`src/rtl/ws2812_pkg.sv`:
```
// Shared types and 50 MHz timing defaults for the WS2812 frame transmitter.
package ws2812_pkg;

    typedef enum logic [2:0] {IDLE, FETCH, LOAD, SHIFT, GAP} state_t;

    localparam int PIXEL_BITS    = 24;
    localparam int DEF_BIT_CYC   = 62;
    localparam int DEF_T0H_CYC   = 20;
    localparam int DEF_T1H_CYC   = 40;
    localparam int DEF_RESET_CYC = 14000;

endpackage

```
`src/rtl/ws2812_bit_encoder.sv`:
```
// Drives one WS2812 bit period on dout per strobe; bit_end flags the last cycle of the period.
module ws2812_bit_encoder
    import ws2812_pkg::*;
#(
    parameter int BIT_CYC = DEF_BIT_CYC,
    parameter int T0H_CYC = DEF_T0H_CYC,
    parameter int T1H_CYC = DEF_T1H_CYC
) (
    input  logic clk,
    input  logic rst_n,
    input  logic strobe,
    input  logic bit_val,
    output logic dout,
    output logic bit_end
);
    localparam int CW = $clog2(BIT_CYC);

    logic [CW-1:0] cyc;
    logic          active;
    logic          bit_q;

    assign bit_end = active && (cyc == CW'(BIT_CYC - 1));

    // NOTE: sequential state uses non-blocking assignments so every register samples pre-edge values.
    always_ff @(posedge clk or negedge rst_n) begin
        if (!rst_n) begin
            cyc    <= '0;
            active <= 1'b0;
            bit_q  <= 1'b0;
            dout   <= 1'b0;
        end else if (strobe) begin
            cyc    <= '0;
            active <= 1'b1;
            bit_q  <= bit_val;
            dout   <= bit_val ? (T1H_CYC > 0) : (T0H_CYC > 0);
        end else if (bit_end) begin
            cyc    <= '0;
            active <= 1'b0;
            dout   <= 1'b0;
        end else if (active) begin
            cyc  <= cyc + 1'b1;
            dout <= (int'(cyc) + 1) < (bit_q ? T1H_CYC : T0H_CYC);
        end
    end

endmodule

```
`src/rtl/ws2812_frame_tx.sv`:
```
// Reads data_depth GRB words from the frame buffer and serializes them onto the WS2812 line.
// Define WS2812_TX_REPEAT_EN to retransmit the frame continuously after the first start.
module ws2812_frame_tx
    import ws2812_pkg::*;
#(
    parameter int ADDR_WIDTH = 10,
    parameter int BIT_CYC    = DEF_BIT_CYC,
    parameter int T0H_CYC    = DEF_T0H_CYC,
    parameter int T1H_CYC    = DEF_T1H_CYC,
    parameter int RESET_CYC  = DEF_RESET_CYC
) (
    input  logic                  clk,
    input  logic                  rst_n,
    input  logic                  start,
    input  logic [15:0]           data_depth,
    output logic                  rd_en,
    output logic [ADDR_WIDTH-1:0] rd_addr,
    input  logic [23:0]           rd_data,
    output logic                  dout,
    output logic                  busy,
    output logic                  done
);
    localparam int          GW      = $clog2(RESET_CYC + 1);
    localparam logic [16:0] MAX_PIX = 17'(2 ** ADDR_WIDTH);

    state_t                state, state_next;
    logic [PIXEL_BITS-1:0] shift_q, next_px;
    logic [4:0]            bit_cnt;
    logic [16:0]           pix_count, pix_idx;
    logic [GW-1:0]         gap_cnt;
    logic                  cap_pending;
    logic                  accept, more, more_after, done_d;
    logic                  enc_strobe, enc_bit, bit_end;

    // more: another pixel follows the current one; more_after: one follows that too.
    assign more       = (pix_idx + 17'd1) < pix_count;
    assign more_after = (pix_idx + 17'd2) < pix_count;

    ws2812_bit_encoder #(
        .BIT_CYC (BIT_CYC),
        .T0H_CYC (T0H_CYC),
        .T1H_CYC (T1H_CYC)
    ) u_enc (
        .clk     (clk),
        .rst_n   (rst_n),
        .strobe  (enc_strobe),
        .bit_val (enc_bit),
        .dout    (dout),
        .bit_end (bit_end)
    );

    always_ff @(posedge clk or negedge rst_n) begin
        if (!rst_n) state <= IDLE;
        else        state <= state_next;
    end

    always_comb begin
        // NOTE: every signal driven here gets a default first, so no path can infer a latch.
        state_next = state;
        accept     = 1'b0;
        done_d     = 1'b0;
        enc_strobe = 1'b0;
        enc_bit    = 1'b0;
        case (state)
            IDLE: if (start && data_depth != 16'd0) begin
                accept     = 1'b1;
                state_next = FETCH;
            end
            FETCH: state_next = LOAD;
            LOAD: begin
                state_next = SHIFT;
                enc_strobe = 1'b1;
                enc_bit    = rd_data[PIXEL_BITS-1];
            end
            SHIFT: if (bit_end) begin
                if (bit_cnt != 5'd0) begin
                    enc_strobe = 1'b1;
                    enc_bit    = shift_q[PIXEL_BITS-2];
                end else if (more) begin
                    enc_strobe = 1'b1;
                    enc_bit    = next_px[PIXEL_BITS-1];
                end else begin
                    state_next = GAP;
                end
            end
            GAP: begin
                done_d = (gap_cnt == GW'(RESET_CYC - 1));
                if (gap_cnt == GW'(RESET_CYC)) begin
`ifdef WS2812_TX_REPEAT_EN
                    state_next = FETCH;
`else
                    state_next = IDLE;
`endif
                end
            end
            default: state_next = IDLE;
        endcase
    end

    always_ff @(posedge clk or negedge rst_n) begin
        if (!rst_n) begin
            rd_en       <= 1'b0;
            rd_addr     <= '0;
            busy        <= 1'b0;
            done        <= 1'b0;
            shift_q     <= '0;
            next_px     <= '0;
            bit_cnt     <= '0;
            pix_count   <= '0;
            pix_idx     <= '0;
            gap_cnt     <= '0;
            cap_pending <= 1'b0;
        end else begin
            rd_en       <= 1'b0;
            done        <= done_d;
            busy        <= (state_next != IDLE);
            // Prefetch data arrives one cycle after its strobe.
            cap_pending <= rd_en && (state == SHIFT);
            if (cap_pending) next_px <= rd_data;
            case (state)
                IDLE: if (accept) begin
                    pix_count <= (17'(data_depth) > MAX_PIX) ? MAX_PIX : 17'(data_depth);
                    pix_idx   <= '0;
                    rd_en     <= 1'b1;
                    rd_addr   <= '0;
                end
                LOAD: begin
                    shift_q <= rd_data;
                    bit_cnt <= 5'(PIXEL_BITS - 1);
                    if (more) begin
                        rd_en   <= 1'b1;
                        rd_addr <= ADDR_WIDTH'(pix_idx + 17'd1);
                    end
                end
                SHIFT: if (bit_end) begin
                    if (bit_cnt != 5'd0) begin
                        shift_q <= shift_q << 1;
                        bit_cnt <= bit_cnt - 5'd1;
                    end else if (more) begin
                        shift_q <= next_px;
                        bit_cnt <= 5'(PIXEL_BITS - 1);
                        pix_idx <= pix_idx + 17'd1;
                        if (more_after) begin
                            rd_en   <= 1'b1;
                            rd_addr <= ADDR_WIDTH'(pix_idx + 17'd2);
                        end
                    end else begin
                        gap_cnt <= '0;
                    end
                end
                GAP: begin
                    gap_cnt <= gap_cnt + 1'b1;
`ifdef WS2812_TX_REPEAT_EN
                    if (gap_cnt == GW'(RESET_CYC)) begin
                        pix_idx <= '0;
                        rd_en   <= 1'b1;
                        rd_addr <= '0;
                    end
`endif
                end
                default: ;
            endcase
        end
    end

endmodule
```
`config.mk`:
```
export PLATFORM = sky130hd
export DESIGN_NAME = ws2812_frame_tx
export DESIGN_NICKNAME = d
export VERILOG_FILES = /design/src/rtl/ws2812_pkg.sv /design/src/rtl/ws2812_bit_encoder.sv /design/src/rtl/ws2812_frame_tx.sv
export SDC_FILE = /design/constraint.sdc
export NUM_CORES = 1
export LEC_CHECK = 0
export ABC_AREA = 0
export CAP_MARGIN = 20
export CORE_ASPECT_RATIO = 0.8
export CORE_MARGIN = 2
export CORE_UTILIZATION = 60
export CTS_CLUSTER_DIAMETER = 60
export DETAILED_ROUTE_END_ITERATION = 16
export PLACE_DENSITY = 0.81
export SLEW_MARGIN = 5
export SYNTH_ARGS = -nofsm -noshare
export SYNTH_HDL_FRONTEND = slang
export SYNTH_SLANG_ARGS = --single-unit
```
`constraint.sdc`:
```
create_clock -name clk -period 7.5 [get_ports clk]
set_clock_uncertainty 0.1 [all_clocks]
set_input_delay 1.125 -clock clk [delete_from_list [all_inputs] [get_ports clk]]
set_output_delay 1.125 -clock clk [all_outputs]
set_load 0.1 [all_outputs]
```
# Word level (Yosys, flattened, before mapping)
# Cells that the tools add are included.
[op_classes]
n_mux = 57
n_shift = 0
multipliers = 0
eq_ne = 15
add_sub_neg = 6
n_reduce_logical = 18
bitwise = 0
magnitude_cmp = 4
n_div = 0
[ops]
columns = ["cell", "count"]
rows = [
  ["$mux W23", 3],
  ["$mux W17", 4],
  ["$mux W10", 6],
  ["$pmux W23 S2", 1],
  ["$mux W14", 3],
  ["$lt A17 B17 Y1", 2],
  ["$pmux W17 S2", 1],
  ["$lt A32 B32 Y1", 1],
  ["$pmux W10 S3", 1],
  ["$eq A14 B14 Y1 const B", 2],
  ["$pmux W14 S2", 1],
  ["$mux W6", 4],
  ["$mux W1", 19],
  ["$add A17 B1 Y17 const B", 1],
  ["$add A17 B2 Y17 const B", 1],
  ["$gt A16 B11 Y1 const B", 1],
  ["$mux W16", 1],
  ["$reduce_bool A16 Y1", 1],
  ["$mux W3", 5],
  ["$mux W5", 3],
  ["$pmux W3 S5", 1],
  ["$add A14 B1 Y14 const B", 1],
  ["$ne A2 B2 Y1 const B", 7],
  ["$pmux W5 S2", 1],
  ["other kinds (20)", 29],
]
[word_totals]
ram_bits = 0
romBits = 0
ff_bits = 126
mem_count = 0
out_inout_bits = 14
input_bits = 43
elab_cells = 116
latch_bits = 0

# Depth between registers and ports, before layout
[logic_depth]
word_depth = 7
depth_mapped = 18
depth_no_buf = 14

# By module
# Synthesis repeated with hierarchy kept, for this count alone.
[hier_totals]
cells_unflattened = 760
area_unflattened_um2 = 7438.4
[by_module_without_submodules]
columns = ["module", "cells_per_inst", "seq_area_each_um2", "area_per_inst_um2", "instances"]
rows = [
  ["ws2812_frame_tx", 702, 2902.8, 6860.3, 1],
  ["ws2812_bit_encoder", 58, 225.2, 578.1, 1],
]

# Least setup slack after synthesis
# Ideal clock, no wire load.
[synth_path]
path_kind = "flip-flop to flip-flop"
from = "register pix_idx[1]"
to = "register rd_addr[3]"
required_time_ns = 7.272
n_path_buf = 0
stages_incl_launch_ff = 14
arrival_ns = 3.767
setup_ns = 0.128
setup_slack_ns = 3.504
cell_sequence = "dfrtp_1 > ha_1 > nand2_1 > nor4_1 > nand4_1 > xnor2_1 > ha_1 > a21oi_1 > nand2_1 > a221oi_1 > a21bo_2 > a2111oi_4 > nor2_2 > mux2_1"
[synth_between]
elab_chain_len = 6
word_cells_on_any_way = 14
cone_classes = "2 x add/sub; 2 x order compare; 3 x eq/ne; 6 x mux; 1 x reduce/logical"
[synth_rtl]
columns = ["element", "line", "text"]
rows = [
  ["start: declaration", "ws2812_frame_tx.sv:29", "logic [16:0] pix_count, pix_idx;"],
  ["start signal: assignment", "ws2812_frame_tx.sv:142", "pix_idx <= pix_idx + 17'd1;"],
  ["branches (longest 6 deep; another with $add A17 B2 Y17)", "--", ""],
  ["end signal: assignment", "ws2812_frame_tx.sv:132", "rd_addr <= ADDR_WIDTH'(pix_idx + 17'd1);"],
  ["end signal: assignment", "ws2812_frame_tx.sv:145", "rd_addr <= ADDR_WIDTH'(pix_idx + 17'd2);"],
  ["end: declaration", "ws2812_frame_tx.sv:17", "output logic [ADDR_WIDTH-1:0] rd_addr,"],
]
# Several ways; the timed one is not identified. The select of a mux whose other input is x is not followed.
# A chain may end at the register's enable or synchronous reset.

# Worst setup path after layout
[layout_path]
from = "register pix_idx[2]"
to = "register u_enc.bit_q"
[layout_between]
elab_chain_len = 6
word_cells_on_any_way = 10
cone_classes = "1 x add/sub; 1 x order compare; 8 x mux"
[layout_rtl]
columns = ["element", "line", "text"]
rows = [
  ["$add A17 B1 Y17 (*)", "ws2812_frame_tx.sv:36", "assign more = (pix_idx + 17'd1) < pix_count;"],
  ["$lt A17 B17 Y1 (*)", "ws2812_frame_tx.sv:36", ""],
  ["$mux W1", "ws2812_frame_tx.sv:79", "end else if (more) begin"],
  ["$mux W1", "ws2812_frame_tx.sv:76", "if (bit_cnt != 5'd0) begin"],
  ["$mux W1", "ws2812_frame_tx.sv:75", "SHIFT: if (bit_end) begin"],
  ["$pmux W1 S2", "ws2812_frame_tx.sv:64", "case (state)"],
  ["end signal: assignment", "ws2812_bit_encoder.sv:34", "bit_q <= bit_val;"],
  ["end: declaration", "ws2812_bit_encoder.sv:20", "logic bit_q;"],
]
# Every way passes the cells marked *; elsewhere a longest branch is shown, timed or not.

==> results.md <==
* Status: complete, no violations
* Setup TNS at 0 ns
* Peak VDD IR at approximately 0.16 mV
* Post-synth top area share at 0.406
* Max-cap violation count at 0
* Fin nets at between 900 and 1000
* Starting density of the core at 0.624
* Mapped cell area at approximately 7700 sq um
* Port Buf Inserts at 56
* Initial antenna violation count at 0
* Slew HR at 0.288
* Num ports at 57
* Std-Cell Rows at 36
* Later-pin clock latency in the skew report at ~0.42 ns
* Share of layout cells above drive strength 1 at 0.0904
* Design area at roughly 8900 sq um
* CP Capture Type: flop
* Via count at approximately 6700
* DR pass1 iterations at 5
* Req. time, crit path at ~7.7 ns
* DRT iter0 DRCs at between 500 and 600
* Min Clock Period, post-route at just under 5 ns
* Congestion Overflow GR at 0
* Final core occ at 0.724
* Netlist cell types at 70
* Fin. max-slew vios at 0
* Yosys warns at 0
* Ys async rst share at 1.00
* RSZ-0062 raised after global routing: false
* Final WL at around 20000 um
* Fmax at around 200 MHz
* CTS clk-pin slew, worst paths at ~0.050 ns
* Tot Pwr at ~0.0016 W
* Seq/Total Area, Yosys at 0.406
* Setup violators final at 0
* Routed wire per std cell at 18.7 um
* GR Util All Layers at 0.303
* Critical path class: flop to flop
* Instance count of the mapped netlist at roughly 860
* Routed Antenna Nets at 0
* ANT cells at 0
* CP max FO at 51
* Arrival time worst endpoint at a little over 5 ns
* Syn Area/Cell at 8.98 sq um
* Ys flop type: dfrtp_1
* Die Area at between 10000 and 15000 sq um
* Routability cong. at 0.910
* Root buf cell: clkbuf_16
* CTS sink count at between 100 and 150
* DP Wirelength at ~13000 um
* Placed Cells incl. Taps at about 1000
* Finished Layout Cells at 1067
* Total core area at approximately 12000 sq um
* Layout area overhead at 15.9%
* DP Area at just over 8000 sq um
* Top-count cell post-synth: nand2_1
* # DRC at 0
* Worst-Margin Slew at between 1 and 1.5 ns
* PD cells at between 150 and 200 nW/um^2
* Synth area leaders: dfrtp_1 (41%), nand2_1 (7.3%), ha_1 (6.5%), mux2_2 (3.5%), xnor2_1 (3.0%)
* Total CTS buffers at 17
* CTS tree: yes
* Vias in the first global route at about 6600
* Post-CTS Hold Buffers at 0
* Number of fill cells at roughly 900
* Pin count of the biggest net entering global routing at between 70 and 80
* CP Launch Type: flop
* First-pass GRT wire length at 32800 um
* Top post-synthesis cells by count: nand2_1 (150), dfrtp_1 (125), nor2_1 (54), o21ai_0 (42), nand3_1 (41)
* H-tree levels at 4
* Syn nets at around 940
* Worst hold path class: flop to flop
* Post-CTS resize count at 0
* Drt via density at 6.24
* Final Cycle Share at 0.663
* FF+latch count, synth at 125
* DIE HEIGHT at 105 um
* Die W at about 130 um
* Endpoints failing hold at 0
* Area leader, netlist: dfrtp_1
* Post-synth EDFFs at 0
* Post-CTS Setup Bufs at 0
* Leak Pwr at 3.91 nW
* Clock tree buffer depth at 2
[placed cells by master (no fill, tap or decap), drive strengths merged, types with 24 or more instances in the layout]
cell / synthesis / layout
or4: 25 / 25
dfrtp: 125 / 125
o211ai: 25 / 25
nand2: 150 / 150
nor2: 55 / 55
ha: 40 / 40
a22oi: 24 / 24
mux2: 28 / 28
o21ai: 42 / 42
inv: 30 / 30
xnor2: 26 / 26
nand3: 42 / 42
clkdlybuf4s50: 0 / 55
[path summary, 6_finish.rpt]
check / from / end / slack (ns) / cells past startpoint
worst max register to register: pix_idx[2] / u_enc.bit_q / 2.53 / 13
max in group asynchronous: rst_n / state[0] / 5.20 / 2
worst min register to register: next_px[8] / next_px[8] / 0.40 / 1
min in group asynchronous: rst_n / pix_idx[13] / 0.64 / 1
worst max-delay path: pix_idx[2] / u_enc.bit_q / 2.53 / 13
worst min-delay path: next_px[8] / next_px[8] / 0.40 / 1
[final cells by class]
type | instances | area, sq um | area share
clock inverter | 8 | 119 | 0.0133
timing repair buffer | 66 | 666 | 0.0745
tap | 171 | 214 | 0.0240
clock buffer | 22 | 454 | 0.0509
multi-input combinational | 644 | 4230 | 0.474
sequential | 125 | 3130 | 0.350
inverter | 31 | 116 | 0.0130
[sequential cells by signal, indices dropped and copies added, names as in the netlist]
signal,flops
pix_idx,17
u_enc.bit_q,1
busy,1
u_enc.active,1
cap_pending,1
next_px,24
rd_addr,10
rd_en,1
u_enc.cyc,6
shift_q,23
u_enc.dout,1
state,3
done,1
gap_cnt,14
pix_count,16
bit_cnt,5
[per-layer routing]
layer  up-vias  routed length (um)  GRT usage
li1       3112                   -          -
met1      3238                9000      0.426
met2       264                9210      0.464
met3        39                1420     0.0736
met4         0                 330     0.0957
met5         -                   0          0
[critical path: stages (launching register included)]
cell	delay [ns]
dfrtp_1	0.54
ha_1	0.30
nand2_1	0.11
nor4_1	0.85
nand4_1	0.25
xnor2_1	0.18
ha_1	0.32
nand4_1	0.15
nor4_1	0.69
a31oi_4	0.27
a21oi_2	0.21
buf_4	0.45
nor2_1	0.14
o311ai_0	0.28
[kinds of logic after synthesis]
logic type      synth area share
flops                      0.406
fa+ha+maj                 0.0650
simple gates               0.224
xor+xnor                  0.0523
buf+inv                   0.0458
mux                       0.0539
compound gates             0.153
[stage by stage]
| stage | hold WS (ns) | setup WS (ns) |
|---|---|---|
| after floorplan | 0.378 | 3.50 |
| after global placement | 0.390 | 2.60 |
| after detailed placement | 0.396 | 2.49 |
| after CTS | 0.409 | 2.48 |
| after global routing | 0.421 | 2.22 |
| final | 0.405 | 2.53 |
[where the power goes]
part           switching, W  internal, W  leakage, nW   total, W
sequential       0.00000947     0.000689         1.44   0.000698
clock              0.000294     0.000525        0.284   0.000819
combinational     0.0000330    0.0000346         2.18  0.0000676
Power figures use the tool's default switching activity.
